[src/rtl/axi_slv_rd.sv]
// Single-beat AXI read slave: AR request FIFO feeding an IDLE/WAIT/RESP response FSM.
// Optional macro AXI_SLV_DECERR_EN returns DECERR with zero data for addresses >= MEM_WORDS.

`ifndef AXI_ID_WIDTH
`define AXI_ID_WIDTH 4
`endif
`ifndef AXI_ADDR_WIDTH
`define AXI_ADDR_WIDTH 32
`endif
`ifndef AXI_DATA_WIDTH
`define AXI_DATA_WIDTH 32
`endif

module axi_slv_rd #(
    parameter int unsigned FIFO_DEPTH = 4,
    parameter int unsigned RD_LAT     = 2,
    parameter int unsigned MEM_WORDS  = 16,
    parameter logic [31:0] DATA_BASE  = 32'hA5A5_0000
) (
    input  logic                         clk,
    input  logic                         rst_n,
    input  logic [`AXI_ID_WIDTH-1:0]     axi_slv_arid,
    input  logic [`AXI_ADDR_WIDTH-1:0]   axi_slv_araddr,
    input  logic                         axi_slv_arvalid,
    output logic                         axi_slv_arready,
    output logic [`AXI_ID_WIDTH-1:0]     axi_slv_rid,
    output logic [`AXI_DATA_WIDTH-1:0]   axi_slv_rdata,
    output logic [1:0]                   axi_slv_rresp,
    output logic                         axi_slv_rlast,
    output logic                         axi_slv_rvalid,
    input  logic                         axi_slv_rready
);

    localparam int unsigned IW  = `AXI_ID_WIDTH;
    localparam int unsigned AW  = `AXI_ADDR_WIDTH;
    localparam int unsigned DW  = `AXI_DATA_WIDTH;
    localparam int unsigned PW  = (FIFO_DEPTH > 1) ? $clog2(FIFO_DEPTH) : 1;
    localparam int unsigned CW  = PW + 1;
    localparam int unsigned LW  = 4;
    localparam int unsigned AW1 = AW + 1;

    // Elaboration-time parameter sanity checks
    if (FIFO_DEPTH < 2 || (FIFO_DEPTH & (FIFO_DEPTH - 1)) != 0) begin : g_bad_depth
        $error("axi_slv_rd: FIFO_DEPTH must be a power of two >= 2");
    end
    if (RD_LAT > 15) begin : g_bad_lat
        $error("axi_slv_rd: RD_LAT must be 0..15");
    end
    if (MEM_WORDS < 1) begin : g_bad_mem
        $error("axi_slv_rd: MEM_WORDS must be >= 1");
    end

    typedef struct packed {
        logic [IW-1:0] id;
        logic [AW-1:0] addr;
    } ar_req_t;

    typedef enum logic [1:0] {IDLE, WAIT, RESP} state_e;

    state_e          state_q, state_d;
    logic [LW-1:0]   lat_q, lat_d;
    logic [PW-1:0]   wr_ptr_q, wr_ptr_d, rd_ptr_q, rd_ptr_d;
    logic [CW-1:0]   count_q, count_d;
    ar_req_t         fifo_q [FIFO_DEPTH];
    ar_req_t         fifo_d [FIFO_DEPTH];
    logic            arready_q, arready_d;
    logic            rvalid_q, rvalid_d;
    logic [IW-1:0]   rid_q, rid_d;
    logic [DW-1:0]   rdata_q, rdata_d;
    logic [1:0]      rresp_q, rresp_d;
    logic            rlast_q, rlast_d;
    logic            push_c, pop_c;
    ar_req_t         head_c;

    assign push_c = axi_slv_arvalid & arready_q;
    assign pop_c  = (state_q == IDLE) && (count_q != '0);
    assign head_c = fifo_q[rd_ptr_q];

`ifdef AXI_SLV_DECERR_EN
    logic head_decerr_c;
    assign head_decerr_c = {1'b0, head_c.addr} >= AW1'(MEM_WORDS);
`endif

    // Request FIFO bookkeeping; arready tracks post-edge occupancy
    always_comb begin
        fifo_d   = fifo_q;
        wr_ptr_d = wr_ptr_q;
        rd_ptr_d = rd_ptr_q;
        if (push_c) begin
            fifo_d[wr_ptr_q] = '{id: axi_slv_arid, addr: axi_slv_araddr};
            wr_ptr_d         = wr_ptr_q + PW'(1);
        end
        if (pop_c) begin
            rd_ptr_d = rd_ptr_q + PW'(1);
        end
        count_d   = count_q + CW'(push_c) - CW'(pop_c);
        arready_d = count_d < CW'(FIFO_DEPTH);
    end

    // Response FSM: pop, wait RD_LAT cycles, hold response until handshake
    always_comb begin
        state_d = state_q;
        lat_d   = lat_q;
        rid_d   = rid_q;
        rdata_d = rdata_q;
        rresp_d = rresp_q;
        rlast_d = rlast_q;
        case (state_q)
            IDLE: begin
                if (pop_c) begin
                    rid_d   = head_c.id;
                    rlast_d = 1'b1;
                    lat_d   = LW'(RD_LAT);
                    state_d = (RD_LAT == 0) ? RESP : WAIT;
`ifdef AXI_SLV_DECERR_EN
                    if (head_decerr_c) begin
                        rdata_d = '0;
                        rresp_d = 2'b11;
                    end else begin
                        rdata_d = DW'(DATA_BASE) + DW'(head_c.addr);
                        rresp_d = 2'b00;
                    end
`else
                    rdata_d = DW'(DATA_BASE) + DW'(head_c.addr);
                    rresp_d = 2'b00;
`endif
                end
            end
            WAIT: begin
                lat_d = lat_q - LW'(1);
                if (lat_q == LW'(1)) begin
                    state_d = RESP;
                end
            end
            RESP: begin
                if (axi_slv_rready) begin
                    state_d = IDLE;
                end
            end
            default: state_d = IDLE;
        endcase
        rvalid_d = (state_d == RESP);
    end

    always_ff @(posedge clk or negedge rst_n) begin
        if (!rst_n) begin
            state_q   <= IDLE;
            lat_q     <= '0;
            wr_ptr_q  <= '0;
            rd_ptr_q  <= '0;
            count_q   <= '0;
            fifo_q    <= '{default: '0};
            arready_q <= 1'b0;
            rvalid_q  <= 1'b0;
            rid_q     <= '0;
            rdata_q   <= '0;
            rresp_q   <= '0;
            rlast_q   <= 1'b0;
        end else begin
            state_q   <= state_d;
            lat_q     <= lat_d;
            wr_ptr_q  <= wr_ptr_d;
            rd_ptr_q  <= rd_ptr_d;
            count_q   <= count_d;
            fifo_q    <= fifo_d;
            arready_q <= arready_d;
            rvalid_q  <= rvalid_d;
            rid_q     <= rid_d;
            rdata_q   <= rdata_d;
            rresp_q   <= rresp_d;
            rlast_q   <= rlast_d;
        end
    end

    assign axi_slv_arready = arready_q;
    assign axi_slv_rvalid  = rvalid_q;
    assign axi_slv_rid     = rid_q;
    assign axi_slv_rdata   = rdata_q;
    assign axi_slv_rresp   = rresp_q;
    assign axi_slv_rlast   = rlast_q;

endmodule
[config.mk]
export PLATFORM = sky130hd
export DESIGN_NAME = axi_slv_rd
export DESIGN_NICKNAME = d
export VERILOG_FILES = /design/src/rtl/axi_slv_rd.sv
export SDC_FILE = /design/constraint.sdc
export NUM_CORES = 1
export LEC_CHECK = 0
export CORE_UTILIZATION = 63
export CTS_CLUSTER_SIZE = 30
export DETAILED_ROUTE_END_ITERATION = 6
export DONT_BUFFER_PORTS = 1
export PLACE_DENSITY = 0.84
export SLEW_MARGIN = 10
export SYNTH_ARGS = -nofsm -noshare
export SYNTH_HDL_FRONTEND = slang
export SYNTH_SLANG_ARGS = --single-unit
[constraint.sdc]
create_clock -name clk -period 3.4 [get_ports clk]
set_clock_uncertainty 0.15 [all_clocks]
set_input_delay 0.68 -clock clk [delete_from_list [all_inputs] [get_ports clk]]
set_output_delay 0.68 -clock clk [all_outputs]
set_load 0.005 [all_outputs]
* Word-level counts from Yosys, hierarchy flattened
Cells that the tools add are included.
** Word-level totals
- Register bits :: 196
- Latch bits :: 0
- Bits in writable memories :: 0
- Memory bits (read-only) :: 0
- Bits of input ports :: 40
- Memories kept :: 0
** Operators by class
- Add/sub/neg operators :: 6
- Multipliers :: 0
- Divide/modulo/power cells :: 0
- $lt $le $gt $ge :: 4
- Eq/ne operators :: 5
- Shift-type cells :: 0
- Multiplexer cells :: 12
- Bitwise gates (word level) :: 3
- Reduce and logical (&&, ||, !) cells :: 7
** Operator list (count)
- 144-bit bitwise mux :: 1
- 36-bit two-way mux :: 3
- 36-bit binary-select mux with 2-bit select :: 1
- 36-bit demux with 2-bit select :: 1
- 32-bit adder, first input constant :: 1
- 4-bit case mux with 2 select lines :: 1
- 3-bit greater-or-equal comparator, second input constant :: 2
- 2-bit two-way mux :: 3
- 2-bit inverter with 3-bit output :: 2
- 2-bit case mux with 3 select lines :: 1
- 2-bit by 1-bit adder with 2-bit output, second input constant :: 2
- 2-bit equality test, second input constant :: 2
- 4-bit by 1-bit equality test with 1-bit output, second input constant :: 1
- 4-bit two-way mux :: 1
- 2-bit AND reduction :: 2
- 4-bit by 1-bit subtractor with 4-bit output, second input constant :: 1
- 3-bit by 1-bit adder with 3-bit output :: 1
- 3-bit by 1-bit less-than comparator with 1-bit output, second input constant :: 1
- 3-bit less-than comparator, second input constant :: 1
- 3-bit nonzero test :: 1
- 3-bit by 1-bit subtractor with 3-bit output :: 1
- 2-bit by 1-bit equality test with 1-bit output, second input constant :: 1
- 1-bit logical AND :: 2
- 2-bit zero test :: 1
- 3 further kinds :: 3

* Logic depth before layout (Yosys ltp)
- Depth after elaboration :: 6
- Gate-level depth with buffers :: 12
- Gate-level depth less buffers :: 11

* Worst setup path after synthesis
OpenSTA, ideal clock, no wires.
- Path kind :: register to register
- Start point :: register state_q[1]
- End point :: register arready_q (netlist: axi_slv_arready)
- Setup time :: 0.121 ns
- Data arrival time :: 2.415 ns
- Data required time :: 3.129 ns
- Setup slack :: 0.714 ns
- Cell stages (with the launch flop) :: 12
- Cells stage by stage :: dfrtp_1 > or3_1 > inv_1 > buf_1 > ha_1 > inv_1 > ha_1 > inv_1 > fa_1 > xnor2_1 > xnor2_1 > inv_1
** On the way
- Cells in the longest elaborated chain, start to end :: 4
** Ends and longest elaborated chain
- start, declared :: line 60 : state_e state_q, state_d;
- start signal, assigned :: line 160 : state_q <= state_d;
- 2-bit zero test :: line 76 : assign pop_c = (state_q == IDLE) && (count_q != '0);
- 1-bit logical AND :: line 76
- net pop_c :: line 72 : logic push_c, pop_c;
- 3-bit by 1-bit subtractor with 3-bit output :: line 96 : count_d = count_q + CW'(push_c) - CW'(pop_c);
- net count_d[2] :: line 63 : logic [CW-1:0] count_q, count_d;
- 3-bit less-than comparator :: line 97 : arready_d = count_d < CW'(FIFO_DEPTH);
- net arready_d :: line 66 : logic arready_q, arready_d;
- end signal, assigned :: line 166 : arready_q <= arready_d;
- end, declared :: line 66
The timed path passes the listed nets, and every way through them passes these cells.
A chain may end at the register's enable or synchronous reset.

* Worst setup path after layout
- Start point :: register rd_ptr_q[0]
- End point :: register rdata_q[31] (netlist: axi_slv_rdata[31])
** On the way
- Cells in the longest elaborated chain, start to end :: 5
** Ends and longest elaborated chain
- start, declared :: line 62 : logic [PW-1:0] wr_ptr_q, wr_ptr_d, rd_ptr_q, rd_ptr_d;
- start signal, assigned :: line 163 : rd_ptr_q <= rd_ptr_d;
- 2-bit inverter with 3-bit output (implied by the code) :: line 77 : assign head_c = fifo_q[rd_ptr_q];
- 36-bit binary-select mux with 2-bit select :: line 77
- 36-bit two-way mux (implied by the code) (2 in a row) :: line 77
- 32-bit adder :: line 124 : rdata_d = DW'(DATA_BASE) + DW'(head_c.addr);
- end signal, assigned :: line 169 : rdata_q <= rdata_d;
- end, declared :: line 69 : logic [DW-1:0] rdata_q, rdata_d;
Every way passes these cells. The select of a mux whose other input is x is not followed.

==> flow_summary.ini <==
[yosys]
synth_seq_cells = 196
synth_cell_type_count = 38
synth_most_common_cell = dfrtp_1
synth_cells = 597
synth_top_area_frac = 0.575
synth-warning-count = 0
synth_largest_area_cell = dfrtp_1
syn-cell-area_um2 = 8530
synth_edf_count = 0
synth.area.top_cells = dfrtp_1 (57%), mux2_2 (19%), mux4_2 (9.5%), nand2_1 (3.7%), ha_1 (1.3%)
ys_seq_area_frac = 0.575
synth_ff_type = dfrtp_1
synthTopCellsByCount = dfrtp_1 (196), mux2_2 (145), nand2_1 (84)
avgSynthCellArea_um2 = 14.3
synth_async_sr_flop_share = 1.00

[clock_network]
cts_made_buffers = 17
clk_pin_slew_worst_paths_ns = 0.07
clockBufferDepth = 2
htreeDepth = 4
cts_tree = built
clk_latency_ns = 0.43
cts_sinks = 196
root_buffer = clkbuf_16
cts_setup_buffers = 0

[critical_path]
critPathArrivalTime_ns = 2.76
crit_slowest_cell = mux4_2
critPathRequiredTime_ns = 3.55
start_kind = flip-flop
crit_chain = buf_4, mux4_2, a21oi_2, nor3_2, o31ai_2, xnor2_1, o21ai_1
reg2regPathDepth = 7
r2r_setup_slack_ns = 0.79
cp-end-kind = flip-flop
cp_num_buf_inv = 1
timing.rr.start = rd_ptr_q[0]
crit_path_max_incr_delay_ns = 0.63
r2r_end = axi_slv_rdata[31]
path_max_fanout = 19
critical_path_class = reg -> reg
critPathTopFamily = multiplexers

[sta]
tightest_slew_ns = 0.642
hold_ws_ns = -0.206
hold_viol_final = 196
slew_headroom = 0.572
fmax_mhz = 383
tns_ns = 0
setup_viol = 0
min_period_over_period = 0.768
rsz0062_at_grt = false
fin_crit_ns = 2.61
slew_violations = 0

[route]
drt_first_pass_iters = 6
drc = 0
ant_nets = 0
vias_per_cell = 6.03
wl_per_cell_um = 20.7
vias = 4722
totalWireLength_um = 16200
drt_iter0_markers = 295

[floorplan]
pin_count = 81
die_h_um = 118
initial_core_util = 0.644
core-area_um2 = 13200
dieWidth_um = 118
num_rows = 42
die-area_um2 = 14000

[grt]
grt_pass1_vias = 5145
grtUsageTotal = 0.251
grt_overflow = 0
grt_pass1_wl_um = 26600
grt_max_degree = 197
antenna_found_initial = 0

[power_and_ir_drop]
p_leak_nw = 4.11
power_mw = 10.2
pwr_density_cell_nw_per_um2 = 1100
ir_drop_mv = 0.479

[worst_hold_path]
min_path_type = in -> async

[cells_and_area]
seqCellArea_um2 = 4910
num-nets-final = 644
drive_above_1_share = 0.390
area_growth_pct = 8.74
final_util = 0.700
multi_input_comb_area_um2 = 3470
antenna_cells = 0
fillers = 883

[flow_run]
cap_violations = 0

[status]
violations = hold timing
status = finished, violations left

[placed_design]
hpwl_um = 10400
port-buffer-count = 0
finalWeightedCongestion = 0.802
## cell type report
cell class	instances	share of cell area
clock inverters	15	0.0158
repair buffers	9	0.00728
well taps	176	0.0237
clock buffers	17	0.0459
inverters	10	0.00405
multi-input cells	360	0.374
flip-flops and latches	196	0.529
## per-layer routing
layer / track usage / wire length (um) / vias to the layer above / part of all wire
met4: 0.0737 / 211 / 0 / 0.013
met2: 0.419 / 8290 / 105 / 0.51
met1: 0.324 / 6940 / 2491 / 0.43
met5: 0 / 0 / - / 0
met3: 0.0671 / 777 / 19 / 0.048
li1: - / - / 2107 / -
## report_power, final
group | switching [mW] | internal (mW) | leakage (nW) | total [mW]
Combinational | 1.90 | 2.14 | 1.46 | 4.05
Sequential | 0.724 | 3.52 | 2.36 | 4.25
Clock | 0.908 | 1.03 | 0.286 | 1.94
## placed cells by master (no fill, tap or decap), types with 3 or more instances in the layout
master | Yosys | routed
mux4_2 | 36 | 36
o21ai_0 | 9 | 9
clkinv_4 | 0 | 6
nand3_1 | 7 | 3
xor2_1 | 9 | 9
nand3_2 | 0 | 4
nand2_1 | 84 | 84
o21ai_1 | 14 | 14
mux2_2 | 145 | 145
inv_1 | 10 | 10
buf_4 | 2 | 9
o31ai_2 | 3 | 3
clkinv_2 | 0 | 3
clkbuf_16 | 0 | 17
nor3_1 | 4 | 4
nor2_1 | 8 | 8
ha_1 | 9 | 9
inv_6 | 0 | 3
xnor2_1 | 10 | 10
dfrtp_1 | 196 | 194
## stage by stage
stage	cell area, um^2	cells	hold WS (ns)	worst slack, ns
after floorplan	8530	598	0.234	0.714
after global placement	8700	751	0.241	0.816
after detailed placement	8700	751	0.241	0.790
after CTS	9280	783	-0.217	0.762
after global routing	9280	783	-0.223	0.606
final	9280	783	-0.206	0.790
## timing repair
item	CTS	global route
endpoints found under the setup margin	0	0
hold endpoints to repair	196	196
gates resized for setup	0	0
## how the worst max path moves through the flow
| stage | start | end | slack, ns | depth (start not counted) |
|---|---|---|---|---|
| 2_1_floorplan | state_q[1] | axi_slv_arready | 0.71 | 11 |
| 3_3_place_gp | rd_ptr_q[0] | axi_slv_rdata[30] | 0.82 | 7 |
| 3_5_place_dp | rd_ptr_q[0] | axi_slv_rdata[30] | 0.79 | 7 |
| 4_1_cts | rd_ptr_q[0] | axi_slv_rdata[31] | 0.76 | 7 |
| 5_1_grt | rd_ptr_q[0] | axi_slv_rdata[31] | 0.61 | 7 |
| 6_report | rd_ptr_q[0] | axi_slv_rdata[31] | 0.79 | 7 |
## flip-flops by register name, indices dropped and copies added, names as in the netlist
signal	count
fifo_q	144
axi_slv_rdata	32
axi_slv_rid	4
lat_q	4
count_q	3
rd_ptr_q	2
state_q	2
wr_ptr_q	2
axi_slv_arready	1
axi_slv_rlast	1
axi_slv_rvalid	1
## worst reg2reg max path, cell delays in order, from the launching register on
cell	delay, ns
dfrtp_2	0.45
buf_4	0.37
mux4_2	0.64
a21oi_2	0.25
nor3_2	0.12
o31ai_2	0.26
xnor2_1	0.16
o21ai_1	0.07
## kinds of logic after synthesis
group                    after synthesis  share of synthesized area
other                                  1                   0.000440
multiplexers                         181                      0.286
flip-flops                           196                      0.575
adder cells (fa/ha/maj)               10                     0.0155
AND/OR/NAND/NOR                      113                     0.0549
XOR/XNOR                              19                     0.0195
buffers and inverters                 42                     0.0210
AO/OA/AOI/OAI                         35                     0.0273
No activity file was read; power rests on OpenSTA's default activity.
